## config.mk

```make
export PLATFORM = sky130hd
export DESIGN_NAME = fifo_drain_ctl
export DESIGN_NICKNAME = d
export VERILOG_FILES = /design/src/rtl/fifo_drain_ctl_pkg.sv /design/src/rtl/fifo_drain_gap_timer.sv /design/src/rtl/fifo_drain_ctl.sv
export SDC_FILE = /design/constraint.sdc
export NUM_CORES = 1
export LEC_CHECK = 0
export ABC_AREA = 1
export CORE_MARGIN = 4
export CORE_UTILIZATION = 25
export DETAILED_ROUTE_END_ITERATION = 6
export GPL_ROUTABILITY_DRIVEN = 0
export GPL_TIMING_DRIVEN = 0
export SLEW_MARGIN = 20
export SYNTH_ARGS = -nofsm -noshare
export SYNTH_HDL_FRONTEND = slang
export SYNTH_HIERARCHICAL = 1
export SYNTH_SLANG_ARGS = --single-unit
```

## constraint.sdc

```tcl
create_clock -name clk -period 4.9 [get_ports clk]
set_input_delay 0.98 -clock clk [delete_from_list [all_inputs] [get_ports clk]]
set_output_delay 0.98 -clock clk [all_outputs]
set_load 0.02 [all_outputs]
```

## src/rtl/fifo_drain_ctl_pkg.sv

```systemverilog
`default_nettype none
// ------------------------------------------------------------------
// fifo_drain_ctl_pkg : shared state encoding and width defaults
// Revision: 1.0
// ------------------------------------------------------------------
package fifo_drain_ctl_pkg;

   localparam int DATA_W_DEF = 8;
   localparam int CNT_W_DEF  = 9;

   typedef enum logic [2:0] {
      IDLE    = 3'd0,
      REWIND  = 3'd1,
      SETTLE  = 3'd2,
      FETCH   = 3'd3,
      WAIT    = 3'd4,
      PRESENT = 3'd5,
      GAPWAIT = 3'd6,
      ERASE   = 3'd7
   } drain_state_t;

endpackage
`default_nettype wire

```

## src/rtl/fifo_drain_gap_timer.sv

```systemverilog
`default_nettype none
// ------------------------------------------------------------------
// fifo_drain_gap_timer : loadable down-counter with zero flag
// Revision: 1.0
// ------------------------------------------------------------------
module fifo_drain_gap_timer #(
   parameter int WIDTH = 2
) (
   input  logic             clk,
   input  logic             resetB,
   input  logic             load,
   input  logic [WIDTH-1:0] load_value,
   input  logic             dec,
   output logic             zero
);

   logic [WIDTH-1:0] count;

   always_ff @(posedge clk or negedge resetB) begin
      if (!resetB) begin
         count <= '0;
      end else if (load) begin
         count <= load_value;
      end else if (dec && (count != '0)) begin
         count <= count - 1'b1;
      end
   end

   assign zero = (count == '0);

endmodule
`default_nettype wire

```

## src/rtl/fifo_drain_ctl.sv

```systemverilog
`default_nettype none
// ------------------------------------------------------------------
// fifo_drain_ctl : drains the byte replay FIFO into a valid/ready TX
// Revision: 1.0
// ------------------------------------------------------------------
module fifo_drain_ctl
   import fifo_drain_ctl_pkg::*;
#(
   parameter int DATA_W = DATA_W_DEF,
   parameter int CNT_W  = CNT_W_DEF,
   parameter int GAP    = 0
) (
   input  logic              clk,
   input  logic              resetB,
   input  logic              start,
   input  logic              replay_start,
   input  logic              erase_req,
   input  logic [DATA_W-1:0] fifo_rdata,
   input  logic              fifo_emptyB,
   output logic              fifo_read,
   output logic              fifo_replay,
   output logic              fifo_erase,
   output logic [DATA_W-1:0] tx_data,
   output logic              tx_valid,
   input  logic              tx_ready,
   output logic              busy,
   output logic              done,
   output logic [CNT_W-1:0]  byte_count
);

   localparam bit HAS_GAP = (GAP > 0);

   drain_state_t state;
   drain_state_t state_next;
   logic         done_next;
   logic         accept;
   logic         gap_zero;

   assign accept = (state == PRESENT) && tx_valid && tx_ready;

   generate
      if (GAP > 0) begin : g_gap
         localparam int GW = $clog2(GAP + 1);
         fifo_drain_gap_timer #(
            .WIDTH(GW)
         ) u_gap_timer (
            .clk        (clk),
            .resetB     (resetB),
            .load       (accept),
            .load_value (GW'(GAP - 1)),
            .dec        (state == GAPWAIT),
            .zero       (gap_zero)
         );
      end else begin : g_no_gap
         assign gap_zero = 1'b1;
      end
   endgenerate

   // FETCH carries a read only if the strobe was registered on entry,
   // so the empty decision is taken on the edge that enters FETCH.
   always_comb begin
      state_next = state;
      done_next  = 1'b0;
      case (state)
         IDLE: begin
            if (replay_start) begin
               state_next = REWIND;
            end else if (start) begin
               state_next = FETCH;
            end else if (erase_req) begin
               state_next = ERASE;
            end
         end
         REWIND:  state_next = SETTLE;
         SETTLE:  state_next = FETCH;
         FETCH: begin
            if (fifo_read) begin
               state_next = WAIT;
            end else begin
               state_next = IDLE;
               done_next  = 1'b1;
            end
         end
         WAIT:    state_next = PRESENT;
         PRESENT: begin
            if (accept) begin
               state_next = HAS_GAP ? GAPWAIT : FETCH;
            end
         end
         GAPWAIT: begin
            if (gap_zero) begin
               state_next = FETCH;
            end
         end
         ERASE:   state_next = IDLE;
         default: state_next = IDLE;
      endcase
   end

   always_ff @(posedge clk or negedge resetB) begin
      if (!resetB) begin
         state       <= IDLE;
         fifo_read   <= 1'b0;
         fifo_replay <= 1'b0;
         fifo_erase  <= 1'b0;
         tx_data     <= '0;
         tx_valid    <= 1'b0;
         busy        <= 1'b0;
         done        <= 1'b0;
         byte_count  <= '0;
      end else begin
         state       <= state_next;
         fifo_read   <= (state_next == FETCH) && fifo_emptyB;
         fifo_replay <= (state_next == REWIND);
         fifo_erase  <= (state_next == ERASE);
         tx_valid    <= (state_next == PRESENT);
         busy        <= (state_next != IDLE);
         done        <= done_next;
         if (state == WAIT) begin
            tx_data <= fifo_rdata;
         end
         if ((state == IDLE) && (start || replay_start)) begin
            byte_count <= '0;
         end else if (accept && (byte_count != '1)) begin
            byte_count <= byte_count + 1'b1;
         end
      end
   end

endmodule
`default_nettype wire

```

# == After elaboration in Yosys (flattened, before gate mapping) ==
# Cells that the tools add are included.
# word_totals
register_bits,26
inputBits,15
output_inout_bits,23
word_cells,42
# classes
n_addsub,1
n_eq_ne,12
muxes,10
n_reduce_logical,10
# ops
cell,count
one-hot mux 3 bit (7 select lines),1
equality test 3 bit (second input constant),6
2-to-1 mux 9 bit,2
2-to-1 mux 3 bit,5
adder 9 x 1 -> 9 bit (second input constant),1
equality test 3 x 2 -> 1 bit (second input constant),3
!= test 9 bit (second input constant),1
equality test 3 x 1 -> 1 bit (second input constant),2
logical AND 1 bit,5
logical NOT 3 bit,1
nonzero test 3 bit,1
2-to-1 mux 1 bit,2
nonzero test 2 bit,1
OR reduction 2 bit,1
logical OR 1 bit,1

# == Depth between registers and ports, before layout ==
# Gate-level depths: netlist of run 1.
# logic_depth
word_depth,7
mapped_depth,12

# == Least setup slack after synthesis of run 1 ==
# OpenSTA, ideal clock, no wires.
# synth_timing
kind,reg2reg
startpoint,register byte_count[1]
endpoint,register byte_count[5]
arrival_time_ns,1.635
slack_ns,3.144
path_stages_with_launch,12
path_buffers,0
cell_sequence,dfrtp_1 > ha_1 > nand3_1 > nor2_1 > nand2_1 > nor2_1 > ha_1 > inv_1 > nand3_2 > clkinv_1 > a21oi_1 > nor2_1
# synth_between
elab_chain_cells,3
word_cells_on_any_way,6
cone_classes,1 x add/sub; 1 x eq/ne; 2 x mux; 2 x reduce/logical
# synth_rtl
element,line,source
"start, declared",fifo_drain_ctl.sv:28,output logic [CNT_W-1:0] byte_count
"start signal, assigned",fifo_drain_ctl.sv:125,byte_count <= byte_count + 1'b1;
adder 9 x 1 -> 9 bit / != test 9 bit (equally long branches),"fifo_drain_ctl.sv:125, fifo_drain_ctl.sv:124",
2-to-1 mux 9 bit / logical AND 1 bit (equally long branches),fifo_drain_ctl.sv:124,end else if (accept && (byte_count != '1)) begin
2-to-1 mux 9 bit / nonzero test 2 bit (equally long branches),n/a,
# Several ways; a longest one is shown, not always the timed one. The select of a mux whose other input is x is not followed.
# A chain may end at the register's enable or synchronous reset.

# == Final worst setup path of run 1 ==
# layout_timing
startpoint,register byte_count[3]
endpoint,output port byte_count[3]
# No word-level cell between the ends.

==> impl_metrics.py, run 1 <==
metrics = {
    "run_status": {
        "status": "finished clean",
    },
    "detailed_routing": {
        "via_per_inst": 4.15,
        "wl_met1_mm": 1.26,
        "via_count": 1087,
        "remaining_drc_errors": 0,
        "wl_met3_um": 156,
        "wire_per_inst_um": 10.3,
        "drt_iter0_markers": 31,
        "drt_wl_total_mm": 2.70,
        "dr_wl_met2_mm": 1.25,
        "ant_nets": 0,
        "top_layer_used": "met4",
        "dr.pass1.iters": 4,
    },
    "worst_setup_path": {
        "critPathSlowestCell": "clkdlybuf4s50_1",
        "worstSetupEndpointType": "primary output",
        "crit_family": "buffers and inverters",
        "crit_path_max_fanout": 7,
        "crit_chain": "clkdlybuf4s50_1",
        "critPathRequiredTime_ns": 3.92,
        "cp_num_buf_inv": 1,
        "critPathLaunchType": "register",
        "arrival_ns": 1.37,
        "critPathMaxStageDelay_ns": 0.64,
        "path_class": "register to primary output",
    },
    "clocking": {
        "cts_setup_buffers": 0,
        "clk_pin_slew_ns": 0.08,
        "cts_inserted_buffers": 3,
        "cts-resized-gates": 0,
        "worstSkewPairLatency_ns": 0.26,
        "root_buffer": "clkbuf_8",
        "h-tree-depth": 1,
        "clock_sinks": 26,
        "cts_tree": "built",
        "cts_hold_buf": 0,
        "clockBufferDepth": 2,
    },
    "sta": {
        "finClkSkew_ns": 0.00417,
        "setup-tns-final_ns": 0,
        "maxSlewViolCount": 0,
        "fin_crit_sh_pct": 48.0,
        "rsz0062_at_grt": "no",
        "setup_viol": 0,
        "fin_crit_ns": 2.35,
        "max_freq_mhz": 425,
        "worst_slew_pin_slew_ns": 0.580,
        "maxSlewHeadroom_pct": 61.3,
        "finalHoldViolCount": 0,
    },
    "synthesis": {
        "syn_area_mm2": 0.00125,
        "synth.distinct_cells": 21,
        "synth-edff-count": 0,
        "ys.flop_type": "dfrtp_1",
        "async_flop_share_pct": 100,
        "avgSynthCellArea_um2": 8.07,
        "syn_inst": 155,
        "ys.warnings.count": 6,
        "yosysSeqAreaShare_pct": 52.0,
        "synth-seq-cells": 26,
        "synth_nets": 172,
    },
    "global_route": {
        "grt_pass1_wl_mm": 4.71,
        "antenna_found_initial": 0,
        "grt_pass1_vias": 1044,
        "gr-total-overflow": 0,
        "grt_max_degree": 27,
        "grt_use_total_pct": 9.47,
    },
    "power": {
        "powerDensity_mw_per_mm2": 477,
        "sw_frac_of_total_pct": 40.1,
        "seqPwrFrac_pct": 39.9,
        "p_comb_share_pct": 46.4,
        "irDropWorstVdd_v": 0.000176,
        "power.switching_mw": 0.333,
        "p_leak_nw": 0.839,
        "power.internal_mw": 0.498,
        "p_clk_share_pct": 13.7,
        "p_total_mw": 0.831,
    },
    "final_layout": {
        "final_nets": 214,
        "area_delta_synth_final_pct": 39.2,
        "layout_commonest_cell": "nand2_1",
        "final_area_mm2": 0.00174,
        "fillers": 511,
        "most-common-layout-cells": "nand2_1 (58), clkdlybuf4s50_1 (36), dfrtp_1 (26)",
        "antennaDiodeCount": 0,
        "drive_above_1_share_pct": 7.69,
    },
    "die": {
        "dieWidth_um": 78.7,
        "die-area_mm2": 0.00620,
        "fp.coreArea_mm2": 0.00479,
        "rows": 25,
        "fp.dieH_um": 78.7,
        "io_pins": 38,
        "initial_core_util_pct": 26.1,
    },
    "placed_design": {
        "placed_area_mm2": 0.00170,
        "hpwl_mm": 2.08,
        "io_buffers": 37,
    },
    "flow_run": {
        "cap_violations": 0,
    },
    "hold_path": {
        "hp-class": "register to register",
    },
}
[registers in the layout, summed over array words and instances, names as in the netlist]
name	cells
fifo_read	1
byte_count	9
tx_valid	1
busy	1
fifo_erase	1
fifo_replay	1
done	1
tx_data	8
state	3
[routing by layer]
layer	GRT usage, %	up-vias
met4	3.67	0
met5	0	-
li1	-	567
met2	16.0	23
met1	11.6	495
met3	2.27	2
[cell families (layout without fill, tap and decap cells)]
group,after synthesis,after routing,synth area share (%)
buf+inv,18,58,5.40
simple gates,97,97,34.8
flops,26,26,52.0
compound gates,10,10,4.40
xor+xnor,2,2,1.40
fa+ha+maj,2,2,2.00
[cells in the mapped netlist, types with 2 or more instances]
library cell | number | area (µm²)
nand2_1 | 58 | 218
dfrtp_1 | 26 | 651
inv_1 | 14 | 52.6
nand3_1 | 13 | 65.1
nor2_1 | 13 | 48.8
o21ai_0 | 5 | 25.0
inv_2 | 3 | 11.3
a21oi_1 | 2 | 10.0
ha_1 | 2 | 25.0
nand2_2 | 2 | 12.5
nand2_4 | 2 | 22.5
nand4_1 | 2 | 12.5
nor2_4 | 2 | 22.5
nor3_1 | 2 | 10.0
o21bai_1 | 2 | 15.0
xor2_1 | 2 | 17.5
[worst min-delay path, delay by kind of cell, from the launching register on]
family / cells / cell delay, ns
DFF: 1 / 0.35
and+or+nand+nor: 2 / 0.09
[power groups by stage]
| stage | Sequential, mW | Clock [mW] | Combinational, mW |
|---|---|---|---|
| detailed placement | 0.337 | 0 | 0.393 |
| global route | 0.344 | 0.131 | 0.433 |
| CTS | 0.333 | 0.121 | 0.394 |
| global placement | 0.336 | 0 | 0.388 |
| finish | 0.332 | 0.114 | 0.385 |
| floorplan | 0.400 | 0 | 0.161 |
[metrics by stage]
stage | utilization [%] | setup slack, ns | std cells | hold WS (ns)
floorplan | - | 3.14 | 155 | 0.556
global placement | 35.6 | 2.45 | 259 | 0.455
detailed placement | 35.5 | 2.66 | 259 | 0.459
CTS | 36.4 | 2.52 | 262 | 0.480
global route | 36.4 | 2.48 | 262 | 0.498
finish | 36.4 | 2.55 | 262 | 0.474
[final timing paths]
kind / from / end / slack, ns / cells past startpoint
max in group asynchronous: resetB / tx_data[4]$_DFFE_PN0N_ / 3.80 / 1
setup / recovery: byte_count[3]$_DFFE_PN0P_ / byte_count[3] / 2.55 / 1
hold reg to reg: tx_data[5]$_DFFE_PN0N_ / tx_data[5]$_DFFE_PN0N_ / 0.47 / 2
min in group asynchronous: resetB / fifo_replay$_DFF_PN0_ / 0.71 / 1
setup reg to reg: byte_count[1]$_DFFE_PN0P_ / byte_count[5]$_DFFE_PN0P_ / 3.05 / 11
hold / removal: tx_data[5]$_DFFE_PN0N_ / tx_data[5]$_DFFE_PN0N_ / 0.47 / 2
[layout make-up]
cell class / count / area, µm² / area share, %
Timing Repair Buffer: 37 / 365 / 21.0
Clock buffer: 3 / 41.3 / 2.37
Sequential cell: 26 / 651 / 37.4
Multi-Input combinational cell: 111 / 533 / 30.6
Inverter: 18 / 67.6 / 3.88
Tap cell: 67 / 83.8 / 4.81
Power figures use the tool's default switching activity.
==> inputs of run 2 (changes only) <==
==> constraint.sdc (replaced) <==
create_clock -name clk -period 2.05 [get_ports clk]
set_input_delay 0.41 -clock clk [delete_from_list [all_inputs] [get_ports clk]]
set_output_delay 0.41 -clock clk [all_outputs]
set_load 0.02 [all_outputs]
==> impl_metrics.py, run 2 (synthesized netlist as in run 1, its figures left out) <==
metrics = {
    "run_status": {
        "status": "finished clean",
    },
    "global_route": {
        "grt_use_total_pct": 9.47,
        "antenna_found_initial": 0,
        "grt_max_degree": 27,
        "grt_pass1_vias": 1044,
        "gr-total-overflow": 0,
        "grt_pass1_wl_mm": 4.71,
    },
    "sta": {
        "setup-tns-final_ns": 0,
        "holdWs_ns": 0.142,
        "setup_viol": 0,
        "maxSlewHeadroom_pct": 61.3,
        "fin_crit_sh_pct": 88.6,
        "finClkSkew_ns": 0.00418,
        "fin_crit_ns": 1.82,
        "maxSlewViolCount": 0,
        "fin_ws_ns": 0.234,
        "max_freq_mhz": 551,
        "rsz0062_at_grt": "no",
        "worst_slew_pin_slew_ns": 0.580,
        "finalHoldViolCount": 0,
    },
    "power": {
        "p_total_mw": 1.99,
        "p_leak_nw": 0.837,
        "powerDensity_mw_per_mm2": 1140,
        "irDropWorstVdd_v": 0.000421,
    },
    "placed_design": {
        "io_buffers": 37,
        "pre_cts_ws_ns": 0.219,
        "hpwl_mm": 2.08,
        "dpl.cell_count": 259,
    },
    "clocking": {
        "root_buffer": "clkbuf_8",
        "clock_sinks": 26,
        "cts_inserted_buffers": 3,
        "cts-resized-gates": 0,
        "cts_tree": "built",
        "cts_hold_buf": 0,
        "worstSkewPairLatency_ns": 0.26,
        "clk_pin_slew_ns": 0.08,
        "cts_setup_buffers": 0,
        "h-tree-depth": 1,
        "clockBufferDepth": 2,
    },
    "final_layout": {
        "area_delta_synth_final_pct": 39.5,
        "drive_above_1_share_pct": 8.21,
        "layout_commonest_cell": "nand2_1",
        "finalNonFillerCells": 262,
        "largest_register": "byte_count",
        "multi_input_area_um2": 533,
        "most-common-layout-cells": "nand2_1 (58), clkdlybuf4s50_1 (36), dfrtp_1 (26)",
        "antennaDiodeCount": 0,
        "reg_top3": "byte_count x9, tx_data x8, state x3",
        "largest_reg_flops": 9,
        "final_nets": 214,
        "final-seq-area_um2": 651,
        "fillers": 509,
    },
    "die": {
        "dieWidth_um": 78.7,
        "initial_core_util_pct": 26.1,
        "fp.dieH_um": 78.7,
        "fp.coreArea_mm2": 0.00479,
        "io_pins": 38,
        "rows": 25,
        "die-area_mm2": 0.00620,
    },
    "flow_run": {
        "cap_violations": 0,
    },
    "detailed_routing": {
        "drt_iter0_markers": 31,
        "remaining_drc_errors": 0,
        "via_per_inst": 4.15,
        "wire_per_inst_um": 10.3,
        "ant_nets": 0,
        "drt_wl_total_mm": 2.69,
        "via_count": 1088,
        "dr.pass1.iters": 4,
    },
    "worst_setup_path": {
        "critPathRequiredTime_ns": 2.20,
        "crit_top_cell": "nor2_1",
        "path_class": "register to register",
        "worstSetupEndpointType": "register",
        "critPathLaunchType": "register",
        "critPathMaxStageDelay_ns": 0.40,
        "arrival_ns": 1.97,
        "crit_path_max_fanout": 6,
        "crit_chain": "ha_1, nand3_1, nor2_1, nand2_1, nor2_1, ha_1, inv_1, nand3_2, clkinvlp_4, a21oi_1, nor2_1",
        "critPathSlowestCell": "dfrtp_1",
        "cp_num_buf_inv": 2,
        "crit_family": "simple AND/OR/NAND/NOR gates",
    },
    "hold_path": {
        "hp-class": "input port to asynchronous set/reset pin",
    },
}
## run 2: stage by stage
| step | area (µm²) | utilization (%) |
|---|---|---|
| floorplan | 1250 | - |
| global placement | 1710 | 35.6 |
| detailed placement | 1700 | 35.5 |
| CTS | 1740 | 36.4 |
| global route | 1750 | 36.5 |
| finish | 1750 | 36.5 |
## run 2: area by class of cell
| type | count | share of cell area, % |
|---|---|---|
| Clock buffer | 3 | 2.37 |
| Tap cell | 67 | 4.80 |
| Sequential cell | 26 | 37.3 |
| Multi-Input combinational cell | 111 | 30.5 |
| Inverter | 18 | 4.09 |
| Timing Repair Buffer | 37 | 20.9 |
## run 2: worst reg2reg max path, delay by kind of cell (launching register included)
family	cells	cell delay (ns)
buffers and inverters	2	0.19
AO/OA/AOI/OAI	1	0.15
AND/OR/NAND/NOR	6	0.61
adder cells (fa/ha/maj)	2	0.36
flip-flops	1	0.40
## run 2: report_power, final
| group | switching [mW] | internal (mW) |
|---|---|---|
| sequential | 0.119 | 0.674 |
| combinational | 0.537 | 0.385 |
| clock | 0.141 | 0.131 |
## run 2: path summary, 6_finish.rpt
| kind | startpoint | to | slack, ns | depth (start not counted) |
|---|---|---|---|---|
| worst max-delay path | byte_count[1]$_DFFE_PN0P_ | byte_count[5]$_DFFE_PN0P_ | 0.23 | 11 |
| min in group clk | tx_data[5]$_DFFE_PN0N_ | tx_data[5]$_DFFE_PN0N_ | 0.47 | 2 |
| worst min register to register | tx_data[5]$_DFFE_PN0N_ | tx_data[5]$_DFFE_PN0N_ | 0.47 | 2 |
| max in group asynchronous | resetB | tx_data[4]$_DFFE_PN0N_ | 1.53 | 1 |
| worst min-delay path | resetB | fifo_replay$_DFF_PN0_ | 0.14 | 1 |
| worst max register to register | byte_count[1]$_DFFE_PN0P_ | byte_count[5]$_DFFE_PN0P_ | 0.23 | 11 |
## run 2: routing by layer
layer  GRT usage (%)  vias to the layer above  part of all wire, %
met1            11.6                      496                   46
met3            2.27                        2                  5.8
met2            16.0                       23                   47
met4            3.67                        0                  1.0
li1                -                      567                    -
met5               0                        -                    0
